<file path="config.mk">
export PLATFORM = sky130hd
export DESIGN_NAME = l1_dram_arbiter
export DESIGN_NICKNAME = d
export VERILOG_FILES = /design/src/rtl/l1_dram_arbiter.sv
export SDC_FILE = /design/constraint.sdc
export NUM_CORES = 1
export LEC_CHECK = 0
export CAP_MARGIN = 20
export CORE_AREA = 2 2 642 644
export DETAILED_ROUTE_END_ITERATION = 6
export DIE_AREA = 0 0 644 646
export SYNTH_ARGS = -nofsm -noshare
export SYNTH_HDL_FRONTEND = slang
export SYNTH_SLANG_ARGS = --single-unit
</file>
<file path="constraint.sdc">
create_clock -name clk -period 2.15 [get_ports clk]
set_clock_uncertainty 0.15 [all_clocks]
set_input_delay 0.3225 -clock clk [delete_from_list [all_inputs] [get_ports clk]]
set_output_delay 0.3225 -clock clk [all_outputs]
set_load 0.02 [all_outputs]
</file>
<file path="src/rtl/l1_dram_arbiter.sv">
// l1_dram_arbiter: shares one DRAM port between the I-cache and D-cache.
// A round-robin grant picks one owner, its request is latched onto the
// registered DRAM port, the returning ack is routed back to that owner and a
// one-cycle RELEASE separates consecutive transactions.
//
// Handshake: a cache raises cs (with we/addr/data) and holds it until it sees
// its one-cycle ack pulse. The arbiter samples requests only in IDLE; once
// granted, the latched request is held on the DRAM port until dram_ack, and
// requester inputs are not looked at again until the next IDLE. Read data is
// passed through unconditionally and is valid only while the ack is high.
module l1_dram_arbiter #(
  parameter int addr_width     = 32,
  parameter int mem_data_width = 256
) (
  input  logic                      clk,
  input  logic                      rst,
  input  logic [addr_width-1:0]     icache_addr,
  input  logic                      icache_cs,
  input  logic                      icache_we,
  input  logic [mem_data_width-1:0] icache_data_i,
  output logic                      icache_ack,
  output logic [mem_data_width-1:0] icache_data_o,
  input  logic [addr_width-1:0]     dcache_addr,
  input  logic                      dcache_cs,
  input  logic                      dcache_we,
  input  logic [mem_data_width-1:0] dcache_data_i,
  output logic                      dcache_ack,
  output logic [mem_data_width-1:0] dcache_data_o,
  output logic [addr_width-1:0]     dram_addr,
  output logic                      dram_cs,
  output logic                      dram_we,
  output logic [mem_data_width-1:0] dram_data_o,
  input  logic                      dram_ack,
  input  logic [mem_data_width-1:0] dram_data_i,
  output logic                      busy,
  output logic                      owner,
  output logic [1:0]                state_o
);

  typedef enum logic [1:0] {
    IDLE    = 2'd0,
    BUSY    = 2'd1,
    RELEASE = 2'd2
  } state_t;

  state_t                    state_q, state_d;
  logic                      owner_q, owner_d;
  logic                      cs_q, cs_d;
  logic                      we_q, we_d;
  logic [addr_width-1:0]     addr_q, addr_d;
  logic [mem_data_width-1:0] wdata_q, wdata_d;

  logic any_req;
  logic grant_sel;  // 0 = I-cache wins, 1 = D-cache wins

  assign any_req = icache_cs | dcache_cs;
  // On contention the requester that did not own the port last time wins;
  // with owner reset to 1 the very first contest goes to the I-cache.
  assign grant_sel = (icache_cs & dcache_cs) ? ~owner_q : dcache_cs;

  // FSM state register
  always_ff @(posedge clk) begin
    if (rst) begin
      state_q <= IDLE;
    end else begin
      state_q <= state_d;
    end
  end

  // FSM next-state logic
  always_comb begin
    state_d = state_q;
    case (state_q)
      IDLE:    if (any_req)  state_d = BUSY;
      BUSY:    if (dram_ack) state_d = RELEASE;
      RELEASE: state_d = IDLE;
      default: state_d = IDLE;
    endcase
  end

  // Next values for the latched DRAM request and the owner
  always_comb begin
    owner_d = owner_q;
    cs_d    = cs_q;
    we_d    = we_q;
    addr_d  = addr_q;
    wdata_d = wdata_q;
    case (state_q)
      IDLE: begin
        if (any_req) begin
          owner_d = grant_sel;
          cs_d    = 1'b1;
          we_d    = grant_sel ? dcache_we     : icache_we;
          addr_d  = grant_sel ? dcache_addr   : icache_addr;
          wdata_d = grant_sel ? dcache_data_i : icache_data_i;
        end
      end
      BUSY: begin
        if (dram_ack) begin
          cs_d = 1'b0;
          we_d = 1'b0;
        end
      end
      RELEASE: begin
        cs_d = 1'b0;
        we_d = 1'b0;
      end
      default: begin
        cs_d = 1'b0;
        we_d = 1'b0;
      end
    endcase
  end

  // DRAM port and owner registers
  always_ff @(posedge clk) begin
    if (rst) begin
      owner_q <= 1'b1;
      cs_q    <= 1'b0;
      we_q    <= 1'b0;
      addr_q  <= '0;
      wdata_q <= '0;
    end else begin
      owner_q <= owner_d;
      cs_q    <= cs_d;
      we_q    <= we_d;
      addr_q  <= addr_d;
      wdata_q <= wdata_d;
    end
  end

  // FSM outputs: ack routing only while a transaction is in flight
  always_comb begin
    icache_ack = dram_ack & (state_q == BUSY) & ~owner_q;
    dcache_ack = dram_ack & (state_q == BUSY) &  owner_q;
    busy       = (state_q != IDLE);
    state_o    = state_q;
  end

  assign icache_data_o = dram_data_i;
  assign dcache_data_o = dram_data_i;
  assign dram_cs       = cs_q;
  assign dram_we       = we_q;
  assign dram_addr     = addr_q;
  assign dram_data_o   = wdata_q;
  assign owner         = owner_q;

endmodule

</file>
==> results.tsv <==
stage	metric	value	unit
grt	grt_max_degree	69	
cts	cts.sinks	293	
setup_path	timing.rr.start	state_o[0]$_SDFFE_PP0P_	
hold_path	hp-start	icache_data_i[82]	
layout	layout.nets	3042	
synth	yosys_warnings	0	
cts	cts.clk_slew.worst_paths	0.06	ns
synth	syn_avg_cell_area	9.348	um^2
status	status	completed	
setup_path	rrSetupSlack	0.21	ns
setup_path	crit_type	reg2out	
sta	period_minus_slack	2.080	ns
sta	final_max_slew_viol_count	0	
route	drc	0	
setup_path	cp.arrival	1.61	ns
grt	overflow	0	
route	first_pass_iters	5	
sta	rsz0062_at_grt	no	
setup_path	slowest_delay	0.58	ns
sta	setup_viol	0	
power_and_ir_drop	irDropWorstVdd	0.5933	mV
sta	period_share	96.77	%
placement	dp.cells	7604	
route	wl_per_cell	37.17	um
setup_path	crit_buf_inv	1	
hold_path	whs_endpoint	dram_data_o[82]$_SDFFE_PP0P_	
synth	syn_area	0.01731	mm^2
route	viasPerCell	2.283	
sta	max_freq	0.4807	GHz
floorplan	dieArea	0.4160	mm^2
floorplan	initial_core_util	4.236	%
layout	fin_cells	7792	
synth	syn_nets	2691	
cts	cts_buffers	45	
route	postRouteAntennaNets	0	
setup_path	path_delay_family	buffers and inverters	
grt	gr-usage-all-layers	13.32	%
cts	clock_tree.root_cell	clkbuf_16	
cts	cts_htree_levels	2	
setup_path	crit_path_end_kind	primary output	
setup_path	worstPathMaxFanout	2	
setup_path	crit_path_start_kind	register	
setup_path	required	1.68	ns
sta	worstMarginPinSlew	0.5588	ns
synth	syn_inst	1852	
synth	synth_cell_type_count	25	
cts	clockBufferDepth	3	
setup_path	timing.rr.end	dram_data_o[244]$_SDFFE_PP0P_	
cts	cts_tree	yes	
layout	syn_to_final_growth	79.44	%
setup_path	cp_cell_sequence	dlygate4sd2_1	
floorplan	fp.dieH	646	um
synth	yosysSeqAreaShare	33.88	%
floorplan	die_width	644	um
placement	gp_congestion	0.8851	
grt	grt_pass1_vias	16460	
grt	grt_first_pass_wirelength	326400	um
sta	hold_viol	0	
route	via_count	17790	
placement	portBuffers	878	
sta	slew_headroom	62.89	%
power_and_ir_drop	p_leak	10.18	nW
run	cap_violations	0	
grt	antenna_found_initial	223	
synth	synth.ff_latch_count	293	
cts	clock_latency	0.72	ns
floorplan	coreArea	0.4087	mm^2
sta	setup_tns	0	ns
floorplan	io_pins	1647	
route	drtIter0Drc	1163	
floorplan	rows	235	
setup_path	crit_slowest_cell	dlygate4sd2_1	
route	drt-total-wl	289600	um
hold_path	hold-path-cell-count	3	
layout	drive_gt1_share	13.65	%
hold_path	hp-class	in2reg	
placement	hpwlAfterDp	266000	um
setup_path	r2r_cells	6	
power_and_ir_drop	powerDensity	673.8	mW/mm^2
-- cells in the mapped netlist --
cell	n	area [um^2]
buf_4	518	3889
dfxtp_1	293	5866
a21oi_1	289	1446
mux2i_1	289	2893
a211oi_1	248	1862
clkbuf_1	91	341.6
buf_2	51	255.2
a211oi_2	40	500.5
buf_6	11	123.9
nor3_1	4	20.02
buf_1	2	7.510
inv_1	2	7.510
nand3_1	2	10.01
a2111oi_0	1	8.760
a21boi_2	1	11.26
nand2_1	1	3.750
nor2_2	1	6.260
nor2b_1	1	6.260
nor3b_1	1	7.510
o2111ai_1	1	8.760
o21ai_0	1	5.000
o21ba_2	1	10.01
o21bai_1	1	7.510
o41ai_1	1	8.760
or2_2	1	6.260
-- flip-flops by register name (all words and copies together), names as in the netlist --
| register | count |
|---|---|
| dram_we | 1 |
| state_o | 2 |
| dram_addr | 32 |
| dram_data_o | 256 |
| dram_cs | 1 |
| owner | 1 |
-- cell type report --
| cell class | instances | area [um^2] |
|---|---|---|
| diodes | 107 | 267.8 |
| clock buffers | 59 | 1249 |
| clock inverters | 19 | 264.0 |
| fillers | 47950 | 377600 |
| inverters | 2 | 15.01 |
| multi-input cells | 884 | 6864 |
| flip-flops and latches | 293 | 5877 |
| well taps | 5451 | 6820 |
| repair buffers | 977 | 9707 |
-- routing by layer --
layer  GRT usage [%]  vias up  share of wire (%)
li1                -     6975                  -
met1           9.564     7950                 25
met2           21.38     2112                 46
met3           14.30      632                 23
met4           7.190      124                5.4
met5           1.214        -               0.48
-- logic make-up after synthesis --
kind of cell	count (synthesis)	share of synthesized area, %
compound gates	584	22.35
buf+inv	675	26.71
flops	293	33.88
mux	289	16.71
simple gates	11	0.3470
-- cell usage in the layout (no fill, tap or decap), types with 2 or more instances in the layout --
| cell type | count |
|---|---|
| dlygate4sd2_1 | 211 |
| nor3_1 | 3 |
| a21oi_1 | 289 |
| diode_2 | 107 |
| mux2i_1 | 289 |
| clkinv_2 | 5 |
| buf_4 | 130 |
| a211oi_2 | 40 |
| clkinv_4 | 3 |
| a211oi_1 | 248 |
| clkdlybuf4s50_1 | 581 |
| clkinv_16 | 2 |
| dfxtp_1 | 290 |
| inv_6 | 4 |
| dfxtp_4 | 3 |
| nand3_1 | 2 |
| clkbuf_8 | 7 |
| clkbuf_1 | 7 |
| buf_12 | 51 |
| clkbuf_16 | 45 |
| bufinv_16 | 3 |
-- through the flow --
step	area (um^2)	util, %	total power [mW]	hold slack, ns	setup WS (ns)
floorplan	17310	-	10.56	0.2939	0.4491
global placement	29480	7.214	13.44	0.3525	-0.4496
detailed placement	29480	7.214	13.44	0.3604	-0.4444
CTS	30790	7.535	21.46	0.008322	-0.0004073
global route	31030	7.593	21.84	0.07434	0.003542
finish	31060	7.600	20.93	0.09709	0.06951
-- report_power, final --
part | internal [mW] | switching [mW]
registers | 6.06 | 0.364
logic | 2.78 | 3.68
clock network | 4.49 | 3.55
total | 13.3 | 7.59
-- repair_timing --
action,CTS,global route
gates resized for setup,224,1
setup endpoints to repair,217,1
pin swaps,1,0
hold buffers,1,0
endpoints found under the hold margin,25,0
buffers inserted,2,0
-- worst max-delay path by stage --
stage,startpoint,to,cells after the start
2_1_floorplan,state_o[1]$_SDFFE_PP0P_,dram_data_o[170]$_SDFFE_PP0P_,7
3_3_place_gp,icache_cs,dram_data_o[70]$_SDFFE_PP0P_,7
3_5_place_dp,icache_cs,dram_data_o[186]$_SDFFE_PP0P_,7
4_1_cts,state_o[1]$_SDFFE_PP0P_,busy,2
5_1_grt,state_o[0]$_SDFFE_PP0P_,dcache_ack,4
6_report,dram_data_o[182]$_SDFFE_PP0P_,dram_data_o[182],1
Note: power is estimated with default switching activity, not from simulation.
==> RTL change 1: new RTL, config.mk and constraints unchanged <==
Set the parameter `mem_data_width` to 260 (it was 256).
--- a/src/rtl/l1_dram_arbiter.sv
+++ b/src/rtl/l1_dram_arbiter.sv
@@ -12,3 +12,3 @@
   parameter int addr_width     = 32,
-  parameter int mem_data_width = 256
+  parameter int mem_data_width = 260
 ) (
Interface: changed (6 resized); port bits go from 1647 to 1671. The function was not compared with the original's and may differ.
==> RTL change 1 against the original RTL <==
Worst hold slack worse by 0.0016 ns. Critical path type unchanged. Wire length is 7.9% higher. First-iteration DRC count up 42%. Fmax is 0.94% lower. Count of clock-buffer cells in the layout decreased by 7. Sequential cell count increased by 4. Synthesized area grew 9.7%. Critical endpoint is now dram_addr[21]. Sequential share of layout area decreased by 0.91 points. Critical path depth unchanged. Setup slack got worse by 0.020 ns. Non-clock buffer count is 73 higher. Final cell count is 4.5% higher. Cell area up 6.5%. Power up 6.9%.
==> RTL change 1: results (changes against the original RTL) <==
| Metric | Value |
|---|---|
| Met1 Usage GRT | 11.1% (was 9.56%) |
| Count of TritonRoute iterations in the first routing pass | 6 (was 5) |
| Worst path slowest cell | sky130_fd_sc_hd__clkdlybuf4s50_1 (was sky130_fd_sc_hd__dlygate4sd2_1) |
| Met3 Resource Use GR | 16.7% (was 14.3%) |
| WP data arrival | 1.63 ns (was 1.61 ns) |
| Share of layout cells above drive strength 1 | 23.2% (was 13.7%) |
| Synthesized instance count | 2204 (was 1852) |
| Max FFs per register | 260 (was 256) |
| Wire length of the first global-routing pass | 355 mm (was 326 mm) |
| Run status | finished clean (unchanged) |
| Port Buffers | 890 (was 878) |
| Met2 track demand over resource | 23.0% (was 21.4%) |
| Pre-CTS WS | -0.521 ns (was -0.444 ns) |
| Average wire per standard cell | 38.4 um (was 37.2 um) |
| Static leakage | 10.7 nW (was 10.2 nW) |
| Initial antenna violation count | 266 (was 223) |
| Final nets | 3434 (was 3042) |
| Maximum number of pins on one net before global-route repair | 127 (was 69) |
| Cts bufs inserted | 43 (was 45) |
| Layout Cells excl Fill | 8144 (was 7792) |
| Total Routing Usage GR | 14.4% (was 13.3%) |
| Measured slew at the worst slew-check pin | 0.798 ns (was 0.559 ns) |
| Number of global-route vias before repair | 18.4k (was 16.5k) |
| Synth cell types | 27 (was 25) |
| Inst Count DP | 7959 (was 7604) |
| Clock latency reported for the late side of the worst-skew pair | 0.65 ns (was 0.72 ns) |
| Sequential area share after synthesis | 31.3% (was 33.9%) |
| Crit path largest cell delay | 0.62 ns (was 0.58 ns) |
| Synth cell count leaders | sky130_fd_sc_hd__nand2_1, sky130_fd_sc_hd__buf_4, sky130_fd_sc_hd__dfxtp_1 (was sky130_fd_sc_hd__buf_4, sky130_fd_sc_hd__dfxtp_1, sky130_fd_sc_hd__a21oi_1, sky130_fd_sc_hd__mux2i_1, sky130_fd_sc_hd__a211oi_1) |
| Global placement routability congestion | 0.862 (was 0.885) |
| Leading post-synthesis cells by cell area | sky130_fd_sc_hd__dfxtp_1, sky130_fd_sc_hd__a311oi_2, sky130_fd_sc_hd__buf_4, sky130_fd_sc_hd__nand2_1, sky130_fd_sc_hd__a21oi_1 (was sky130_fd_sc_hd__dfxtp_1, sky130_fd_sc_hd__buf_4, sky130_fd_sc_hd__mux2i_1, sky130_fd_sc_hd__a211oi_1, sky130_fd_sc_hd__a21oi_1) |
[RTL change 1: changes by cell type after synthesis, sizes merged, moves of 4 or more]
cell    delta
a211oi   -288
a311oi   +292
buf        -5
nand2    +586
mux2i    -288
clkbuf    +48
dfxtp      +4
[RTL change 1: cell type report]
type	instances	area, sq um
timing repair buffer	1050	10400
multi-input combinational	1189	8150
inverter	2	7.51
tap	5451	6820
fill	47800	376000
clock inverter	27	385
clock buffer	52	1190
antenna	76	190
sequential	297	5960
[RTL change 1: power by group]
group	switching, mW	leakage, nW	internal, mW
registers	0.389	2.47	6.15
logic	4.46	7.49	3.01
clock network	3.42	0.771	4.95
[RTL change 1: layer usage]
layer  vias to the layer above  share of wire, %
li1                       8045                 -
met1                      8992                26
met2                      2126                44
met3                       659                25
met4                       151               3.5
met5                         -              0.51
[RTL change 1: cell families after synthesis]
kind of cell | synth area share, %
buffers and inverters | 25.9
and+or+nand+nor | 11.9
AOI/OAI and AO/OA | 30.7
DFF | 31.3
muxes | 0.112
[RTL change 1: stage by stage]
stage,util [%],hold slack [ns],cell area [sq um]
floorplan,-,0.289,19000
global placement,7.63,0.359,31200
detailed placement,7.63,0.368,31200
CTS,8.05,0.000339,32900
global route,8.06,0.0531,33000
finish,8.09,0.0955,33100
[RTL change 1: repair_timing]
action | CTS | global route
hold buffers | 28 | 0
gates resized for setup | 186 | 2
endpoints found under the setup margin | 173 | 1
buffers inserted | 3 | 0
hold endpoints to repair | 30 | 0
pin swaps | 1 | 0
[RTL change 1: final timing paths]
path                         from         endpoint  slack, ns  depth (start not counted)
setup / recovery    dram_addr[21]    dram_addr[21]       0.05                          1
hold / removal    dcache_addr[22]    dram_addr[22]        0.1                          3
setup reg to reg       state_o[0]  dram_data_o[69]       0.17                          5
hold reg to reg        state_o[0]       state_o[0]       0.37                          1
==> RTL change 2: new RTL, same settings <==
Without the edit above. Reset style: asynchronous (`rst`), changed in 2 clocked blocks.
--- a/src/rtl/l1_dram_arbiter.sv
+++ b/src/rtl/l1_dram_arbiter.sv
@@ -61,3 +61,3 @@
   // FSM state register
-  always_ff @(posedge clk) begin
+  always_ff @(posedge clk or posedge rst) begin
     if (rst) begin
@@ -115,3 +115,3 @@
   // DRAM port and owner registers
-  always_ff @(posedge clk) begin
+  always_ff @(posedge clk or posedge rst) begin
     if (rst) begin
Function: not settled (the Yosys comparison gave no result); the edit may change what the design does.
==> RTL change 2 against the original RTL <==
Wire length up 11%. Die area unchanged. Largest cell class unchanged. Setup slack got worse by 0.30 ns. The flow now finishes with violations (negative setup slack). Critical path depth increased by 8. Sequential cell count unchanged. Non-clock buffer count grew 68. Highest routed layer unchanged. Synthesized area grew 7.2%. Critical endpoint is now dram_data_o[60]. Fmax is 12% lower. Cell area rose by 15%.
Power is not compared: it rests on default switching activity, and its combinational part moved more than twofold at a synthesized area within 25%.
==> RTL change 2: results (changes against the original RTL) <==
| Metric | Value |
|---|---|
| Total Routing Usage GR | 14.7% (was 13.3%) |
| Worst Reg-to-Reg Cells | 9 (was 6) |
| Cts repair resizes | 418 (was 224) |
| Measured slew at the worst slew-check pin | 0.438 ns (was 0.559 ns) |
| Depth of the worst hold-timing path | 2 (was 3) |
| Number of vias per cell after detailed routing | 2.16 (was 2.28) |
| Total number of vias | 16.4k (was 17.8k) |
| Worst Min Path Start | dram_ack (was icache_data_i[82]) |
| Clock latency reported for the late side of the worst-skew pair | 0.76 ns (was 0.72 ns) |
| Sequential area share after synthesis | 39.5% (was 33.9%) |
| Violated checks | negative setup slack |
| Post-CTS setup-driven buffer insertion count | 34 (was 2) |
| Leading post-synthesis cells by cell area | sky130_fd_sc_hd__dfrtp_1, sky130_fd_sc_hd__mux2_2, sky130_fd_sc_hd__buf_4, sky130_fd_sc_hd__mux2_4, sky130_fd_sc_hd__buf_2 (was sky130_fd_sc_hd__dfxtp_1, sky130_fd_sc_hd__buf_4, sky130_fd_sc_hd__mux2i_1, sky130_fd_sc_hd__a211oi_1, sky130_fd_sc_hd__a21oi_1) |
| Count of routing violations after the opening detailed-route iteration | 953 (was 1163) |
| Pre-CTS WS | -0.800 ns (was -0.444 ns) |
| Global placement routability congestion | 0.854 (was 0.885) |
| Max FO, Critical Path | 7 (was 2) |
| Half-perimeter wire length after detailed placement | 287 mm (was 266 mm) |
| Fin worst setup slack | -0.227 ns (was 0.0695 ns) |
| Terminating pin of the worst hold path | state_o[0] (was dram_data_o[82]) |
| Fill cell total of the finished layout | 47.3k (was 48.0k) |
| Inst Count DP | 7296 (was 7604) |
| Final number of setup-violating endpoints | 286 (was 0) |
| Synth cell count leaders | sky130_fd_sc_hd__buf_4, sky130_fd_sc_hd__mux2_2, sky130_fd_sc_hd__dfrtp_1 (was sky130_fd_sc_hd__buf_4, sky130_fd_sc_hd__dfxtp_1, sky130_fd_sc_hd__a21oi_1, sky130_fd_sc_hd__mux2i_1, sky130_fd_sc_hd__a211oi_1) |
| Quantity of hold-fixing buffers added after cts | 2 (was 1) |
| Launch instance of the worst register-to-register path | owner (was state_o[0]) |
| WP data arrival | 2.79 ns (was 1.61 ns) |
| Worst path slowest cell | sky130_fd_sc_hd__dfstp_2 (was sky130_fd_sc_hd__dlygate4sd2_1) |
| Crit path largest cell delay | 0.54 ns (was 0.58 ns) |
| Wire length of the first global-routing pass | 353 mm (was 326 mm) |
| Initial antenna violation count | 318 (was 223) |
| Maximum number of pins on one net before global-route repair | 53 (was 69) |
| Net count after synthesis | 2303 (was 2691) |
| Run status | finished, violations left (was finished clean) |
| Share of layout cells above drive strength 1 | 45.1% (was 13.7%) |
==> RTL change 2: cells by family (layout without fill, tap and decap cells) <==
family          count (synthesis)  count (layout)  synth area share [%]
buf+inv                       578            1133                  23.0
other cells                     0             100                     0
simple gates                   10              10                 0.290
compound gates                  5               5                 0.182
flops                         293             293                  39.5
mux                           578             578                  37.0
==> RTL change 2: layer usage <==
| metal | track usage [%] | vias up | routed length (um) |
|---|---|---|---|
| li1 | - | 5691 | - |
| met2 | 23.3 | 2360 | 144000 |
| met5 | 0.914 | - | 1350 |
| met3 | 17.6 | 798 | 79600 |
| met1 | 10.1 | 7389 | 77800 |
| met4 | 6.94 | 134 | 17500 |
==> RTL change 2: power by group <==
| group | switching (mW) | leakage (nW) | internal [mW] |
|---|---|---|---|
| registers | 1.78 | 3.42 | 8.41 |
| clock network | 3.78 | 0.776 | 4.66 |
| logic | 12.8 | 9.14 | 12.7 |
| total | 18.4 | 13.3 | 25.8 |
==> RTL change 2: area by class of cell <==
cell class	count	area [sq um]	area share, %
multi-input combinational	593	8090	22.7
antenna	100	250	0.701
clock buffer	60	1290	3.63
clock inverter	26	302	0.845
tap	5451	6820	19.1
timing repair buffer	1045	11600	32.4
inverter	2	11.3	0.0316
sequential	293	7330	20.6
==> RTL change 2: stage by stage <==
| stage | instance area, sq um | utilization [%] | TNS (ns) |
|---|---|---|---|
| 2_1_floorplan | 18600 | - | -646.73 |
| 3_3_place_gp | 30800 | 7.53 | -210.80 |
| 3_5_place_dp | 30800 | 7.53 | -211.34 |
| 4_1_cts | 34200 | 8.36 | -44.38 |
| 5_1_grt | 35600 | 8.71 | -47.52 |
| 6_report | 35700 | 8.73 | -32.96 |
